$ cat src/rtl/pwm_gen.sv
// pwm_gen: single-counter PWM generator with a double-buffered duty value.
// The counter runs 0..period_r, and each pass is one PWM period.
// New duty values arrive over a valid/ready handshake into a one-entry shadow
// register. They only take effect at a period boundary, so a period is never
// cut short or stretched by an update.
module pwm_gen #(
  parameter int WIDTH      = 8,
  parameter int PERIOD_MIN = 1
) (
  input  logic             clk,
  input  logic             rst_n,
  input  logic             en,
  input  logic [WIDTH-1:0] period,
  input  logic [WIDTH-1:0] duty,
  input  logic             duty_valid,
  output logic             duty_ready,
  output logic             S,
  output logic             cycle_start,
  output logic             active
);

  localparam logic [WIDTH-1:0] PMIN = WIDTH'(PERIOD_MIN);

  typedef enum logic [1:0] {
    IDLE  = 2'd0,
    RUN   = 2'd1,
    DRAIN = 2'd2
  } state_t;

  state_t           state;
  state_t           state_next;
  logic [WIDTH-1:0] cnt;
  logic [WIDTH-1:0] period_r;
  logic [WIDTH-1:0] duty_r;
  logic [WIDTH-1:0] shadow;
  logic             pending;

  logic             running;
  logic             wrap;
  logic             start;
  logic             load;
  logic             xfer;
  logic [WIDTH-1:0] period_clamped;

  // Period-boundary and handshake decode shared by every register below.
  always_comb begin
    running        = (state != IDLE);
    wrap           = running && (cnt == period_r);
    start          = (state == IDLE) && en;
    load           = start || wrap;
    xfer           = duty_valid && !pending;
    period_clamped = (period < PMIN) ? PMIN : period;
  end

  // Next-state logic: RUN/DRAIN differ only in whether the wrap ends the run.
  always_comb begin
    // NOTE: default first so every path assigns state_next and no latch is inferred.
    state_next = state;
    unique case (state)
      IDLE:    if (en) state_next = RUN;
      RUN:     if (!en) state_next = DRAIN;
      DRAIN: begin
        if (en)        state_next = RUN;
        else if (wrap) state_next = IDLE;
      end
      default: state_next = IDLE;
    endcase
  end

  // State register.
  always_ff @(posedge clk or negedge rst_n) begin
    // NOTE: non-blocking assignments so all flops sample pre-edge values together.
    if (!rst_n) state <= IDLE;
    else        state <= state_next;
  end

  // Period counter: parked at 0 in IDLE and reloads 0 on the wrap edge.
  always_ff @(posedge clk or negedge rst_n) begin
    if (!rst_n)               cnt <= '0;
    else if (!running || wrap) cnt <= '0;
    else                      cnt <= cnt + WIDTH'(1);
  end

  // Period and duty snapshots. They only move at a period boundary.
  always_ff @(posedge clk or negedge rst_n) begin
    if (!rst_n) begin
      period_r <= PMIN;
      duty_r   <= '0;
    end else if (load) begin
      period_r <= period_clamped;
      if (pending) duty_r <= shadow;
    end
  end

  // Shadow register and pending flag. A boundary consumes the old shadow
  // before a capture on the same edge can overwrite it.
  always_ff @(posedge clk or negedge rst_n) begin
    if (!rst_n) begin
      shadow  <= '0;
      pending <= 1'b0;
    end else if (xfer) begin
      shadow  <= duty;
      pending <= 1'b1;
    end else if (load) begin
      pending <= 1'b0;
    end
  end

  // Registered PWM command. Comparing before the counter advances gives
  // exactly duty_r high cycles per period. When duty_r exceeds period_r the
  // output stays high across the wrap.
  always_ff @(posedge clk or negedge rst_n) begin
    if (!rst_n)                                S <= 1'b0;
    else if (!running || state_next == IDLE)   S <= 1'b0;
    else                                       S <= (cnt < duty_r);
  end

  assign duty_ready  = !pending;
  assign active      = running;
  assign cycle_start = running && (cnt == '0);

endmodule

$ cat config.mk
export PLATFORM = sky130hd
export DESIGN_NAME = pwm_gen
export DESIGN_NICKNAME = d
export VERILOG_FILES = /design/src/rtl/pwm_gen.sv
export SDC_FILE = /design/constraint.sdc
export NUM_CORES = 1
export LEC_CHECK = 0
export ABC_AREA = 1
export CAP_MARGIN = 20
export CORE_MARGIN = 2
export CORE_UTILIZATION = 52
export CTS_BUF_LIST = sky130_fd_sc_hd__clkbuf_4
export CTS_CLUSTER_DIAMETER = 80
export DETAILED_ROUTE_END_ITERATION = 16
export PLACE_DENSITY = 0.84
export SLEW_MARGIN = 20
export SYNTH_ARGS = -nofsm -noshare
export SYNTH_HDL_FRONTEND = slang
export SYNTH_SLANG_ARGS = --single-unit
export TNS_END_PERCENT = 100
$ cat constraint.sdc
create_clock -name clk -period 2.6 [get_ports clk]
set_input_delay 0.39 -clock clk [delete_from_list [all_inputs] [get_ports clk]]
set_output_delay 0.39 -clock clk [all_outputs]
set_load 0.03 [all_outputs]
**After elaboration in Yosys (flattened, before gate mapping)**

Index checks and enable logic that the tools add are counted.
W data, S select, Z words.

- Flip-flop bits (word level): 36
- Output and inout port bits: 4
- Logic and storage cells: 38
- Input bits: 20

- Order comparisons: 2
- Reductions and logical operators: 15
- Eq/ne operators: 3
- Multiplexer cells: 10
- Add/subtract/negate cells: 1

Operators with widths:

| operator | number |
|---|---|
| $mux W8 | 2 |
| $add A8 B1 Y8 const B | 1 |
| $eq A8 B8 Y1 | 1 |
| $logic_not A8 Y1 | 1 |
| $lt A8 B1 Y1 const B | 1 |
| $lt A8 B8 Y1 | 1 |
| $mux W2 | 4 |
| $pmux W2 S3 | 1 |
| $logic_and A1 B1 Y1 | 4 |
| $logic_not A2 Y1 | 2 |
| $reduce_bool A2 Y1 | 2 |
| $logic_or A1 B1 Y1 | 3 |
| $mux W1 | 3 |
| $eq A2 B1 Y1 const B | 1 |
| $eq A2 B2 Y1 const B | 1 |
| $logic_not A1 Y1 | 2 |
| $reduce_and A2 Y1 | 1 |

**Depth between registers and ports, before layout**

- Word-level depth: 8
- Gate-level depth with buffers: 10
- Depth with buffers taken out: 10

**Worst setup path before layout**

No wires, ideal clock.

- Path kind: reg-to-output
- Start point: register state[0]
- End point: output cycle_start
- Data required time: 2.210 ns
- Path buffers: 0
- Stages on the path, launching flop included: 5
- Arrival time: 1.609 ns
- Setup slack: 0.601 ns
- Cell sequence: dfrtp_1 nor2_1 inv_2 nand4_1 nor4_1

- Cells in the longest elaborated chain, start to end: 2

Ends and longest elaborated chain:

| element | line | source |
|---|---|---|
| start, declared | 30 | `state_t state;` |
| start signal, assigned | 74 | `else state <= state_next;` |
| $reduce_bool A2 Y1 | 47 | `running = (state != IDLE);` |
| net active | 19 | `output logic active` |
| $logic_and A1 B1 Y1 | 120 | `assign cycle_start = running && (cnt == '0);` |
| end, declared | 18 | `output logic cycle_start,` |

The timed path passes the listed nets, and every way through them passes these cells.

**Worst setup path after layout**

- Start point: register state[0]
- End point: output active

- Cells in the longest elaborated chain, start to end: 1

Ends and longest elaborated chain:

| element | line |
|---|---|
| $reduce_bool A2 Y1 | 47 |
| end, declared | 19 |

No other way between the ends.

==> key figures <==
Outcome
  – Status: finished clean

Power and ir drop
  – P_sw: 692 µW
  – Combinational power share: 0.339
  – Sequential fraction of design power: 0.457
  – Total chip power: 1.93 mW
  – P_leak: 1.08 nW
  – Int Power: 1.24 mW
  – Worst vdd ir: 0.555 mV
  – Clock power frac: 0.204
  – P per Cell Area: 888 nW/µm²
  – Sw frac: 0.358

Worst setup path
  – Crit Path Max Fanout: 5
  – Crit path from: state[0]
  – Reg-to-reg endpoint: period_r[1]
  – Critical Path Start Type: flip-flop
  – Crit path largest cell delay: 610 ps
  – Worst Setup Path Type: reg -> out
  – Worst path bufs/invs: 2
  – Worst-path cell chain: nor2_1, inv_2, clkdlybuf4s50_1
  – Critical path data arrival time: 1720 ps
  – Element type at the critical path end: output port
  – Worst reg-to-reg setup slack: 970 ps
  – R2R depth: 8
  – Worst path slowest cell: clkdlybuf4s50_1
  – CP Data Required Time: 2210 ps
  – Crit-path leading delay family: buffers and inverters
  – Beginning of the worst register-to-register path: period_r[0]

Logic synthesis
  – Post-synthesis sequential area ratio: 0.493
  – Syn_nets: 237
  – Post-synth cell types: 25
  – Mapped Avg Cell Area: 8.79 µm²
  – Mapped cell area: 1830 µm²
  – Yosys Warn Count: 0
  – Post-Synthesis Cells: 208
  – Yosys reg bits: 36

Floorplanning
  – Io pins: 24
  – DIE WIDTH: 63.3 µm
  – Die footprint: 4010 µm²
  – Initial Util: 0.544
  – Core area: 3360 µm²
  – FP Rows: 21
  – Die H: 63.3 µm

STA
  – Fmax: 473 MHz
  – Final Skew: 11.3 ps
  – RSZ-0062 raised after global routing: no
  – Final setup fails: 0
  – Slew margin rel.: 0.711
  – Worst-Margin Slew: 434 ps
  – Fin. max-slew vios: 0
  – Min Clock Period, post-route: 2110 ps
  – Hold Vio Cnt, Final: 0
  – Period utilization: 0.813
  – WHS: 436 ps
  – Setup_tns: 0 ps

Placement
  – I/O Buffers: 23
  – Hpwl dp: 2490 µm
  – Post-Place Cells: 275
  – Global placer's final weighted congestion: 0.854

Global route
  – GRT Residual Overflow: 0
  – Tot GR Track Use: 0.198
  – Largest net degree at the start of global routing: 37
  – Global-route wire length before repair: 6090 µm
  – Initial antenna violation count: 0
  – Number of global-route vias before repair: 1384

Clock network
  – Hold_buf cts: 0
  – Postcts setup bufs: 0
  – Clock sinks: 36
  – CTS Root Cell: clkbuf_4
  – CTS tree: built
  – Reg clk slew, reported paths: 120 ps
  – Maximum root-to-sink buffer count: 2
  – TritonCTS Buffers: 5
  – Worst skew pair latency: 350 ps
  – PostCTS Resize Cnt: 0
  – CTS H-tree lvls: 2

Hold path
  – Hold crit path type: in -> async

Layout
  – Non-filler cells, final: 283
  – FILL cells: 299
  – Most common cell after layout, fill and taps aside: nand2_1
  – # diodes: 0
  – Share of layout cells above drive strength 1: 0.114
  – Commonest cells after routing, fill and taps aside: nand2_1 (66), dfrtp_1 (35), inv_1 (23)
  – Fin util: 0.647
  – Final #Nets: 265
  – Area Growth Syn to Fin: 19.0%

Flow run
  – MaxCap Viol Count: 0

Drt
  – Routed vias: 1368
  – Drt drc: 0
  – DRT antenna net count: 0
  – Final WL: 3360 µm
  – DRT Pass-1 Iters: 4
  – Wire per inst: 11.9 µm
  – Initial DRC Count: 56
  – Drt via density: 4.83
-- power groups by stage --
stage | clock [mW] | sequential, mW | combinational, mW
5_1_grt | 0.424 | 0.910 | 0.753
6_report | 0.394 | 0.883 | 0.656
2_1_floorplan | 0 | 0.854 | 0.510
3_5_place_dp | 0 | 0.895 | 0.662
3_3_place_gp | 0 | 0.887 | 0.642
4_1_cts | 0.401 | 0.884 | 0.666
-- synthesized netlist by cell type --
master	n	area, µm²
buf_6	2	22.5
nor4_1	2	12.5
nand3b_1	1	7.51
nand3_4	1	17.5
nand4_1	1	6.26
buf_4	1	7.51
nor2_2	2	12.5
xor2_1	2	17.5
nor3b_1	4	30.0
o21ai_1	5	25.0
a21oi_1	6	30.0
nor2_1	12	45.0
dfstp_2	1	26.3
nor3_1	4	20.0
mux2_2	8	90.1
inv_2	3	11.3
ha_1	9	113
xnor2_1	3	26.3
nand2_1	66	248
inv_1	23	86.3
o21ai_0	3	15.0
nand2_4	2	22.5
nand2_2	1	6.26
dfrtp_1	35	876
nand3_1	11	55.1
-- layout make-up --
cell class              instances  area [µm²]  share of cell area
flip-flops and latches         36         902               0.414
multi-input cells             143         800               0.367
repair buffers                 24         240               0.110
inverters                      26        97.6              0.0448
well taps                      46        57.6              0.0264
clock inverters                 3        42.5              0.0195
clock buffers                   5        37.5              0.0172
-- state kept, by name, summed over array words and instances (netlist names) --
name	cells
shadow	8
period_r	8
cnt	8
duty_r	8
S	1
pending	1
state	2
-- per-layer routing --
metal	wire length, µm	vias to the layer above	track usage	part of all wire
met4	63	0	0.0707	0.019
li1	-	719	-	-
met2	1640	31	0.334	0.49
met3	156	7	0.0643	0.046
met5	0	-	0	0
met1	1500	611	0.237	0.45
-- kinds of logic (layout without fill, tap and decap cells) --
kind of cell    count (synthesis)  in the layout  synth area share
fa+ha+maj                       9              9            0.0616
compound gates                 14             14            0.0383
flops                          36             36             0.493
xor+xnor                        5              5            0.0239
simple gates                  107            107             0.264
mux                             8              8            0.0492
buf+inv                        29             58            0.0698
-- metrics by stage --
step | cell area, µm² | setup slack (ps)
after floorplan | 1830 | 601
after global placement | 2090 | 528
after detailed placement | 2090 | 477
after CTS | 2170 | 82.8
after global routing | 2180 | 354
final | 2180 | 486
-- how the worst max path moves through the flow --
stage                              to  cells past startpoint
after floorplan           cycle_start                      4
after global placement    cycle_start                      5
after detailed placement  cycle_start                      5
after CTS                 cycle_start                      5
after global routing           active                      3
final                          active                      3
Note: power is estimated with default switching activity, not from simulation.
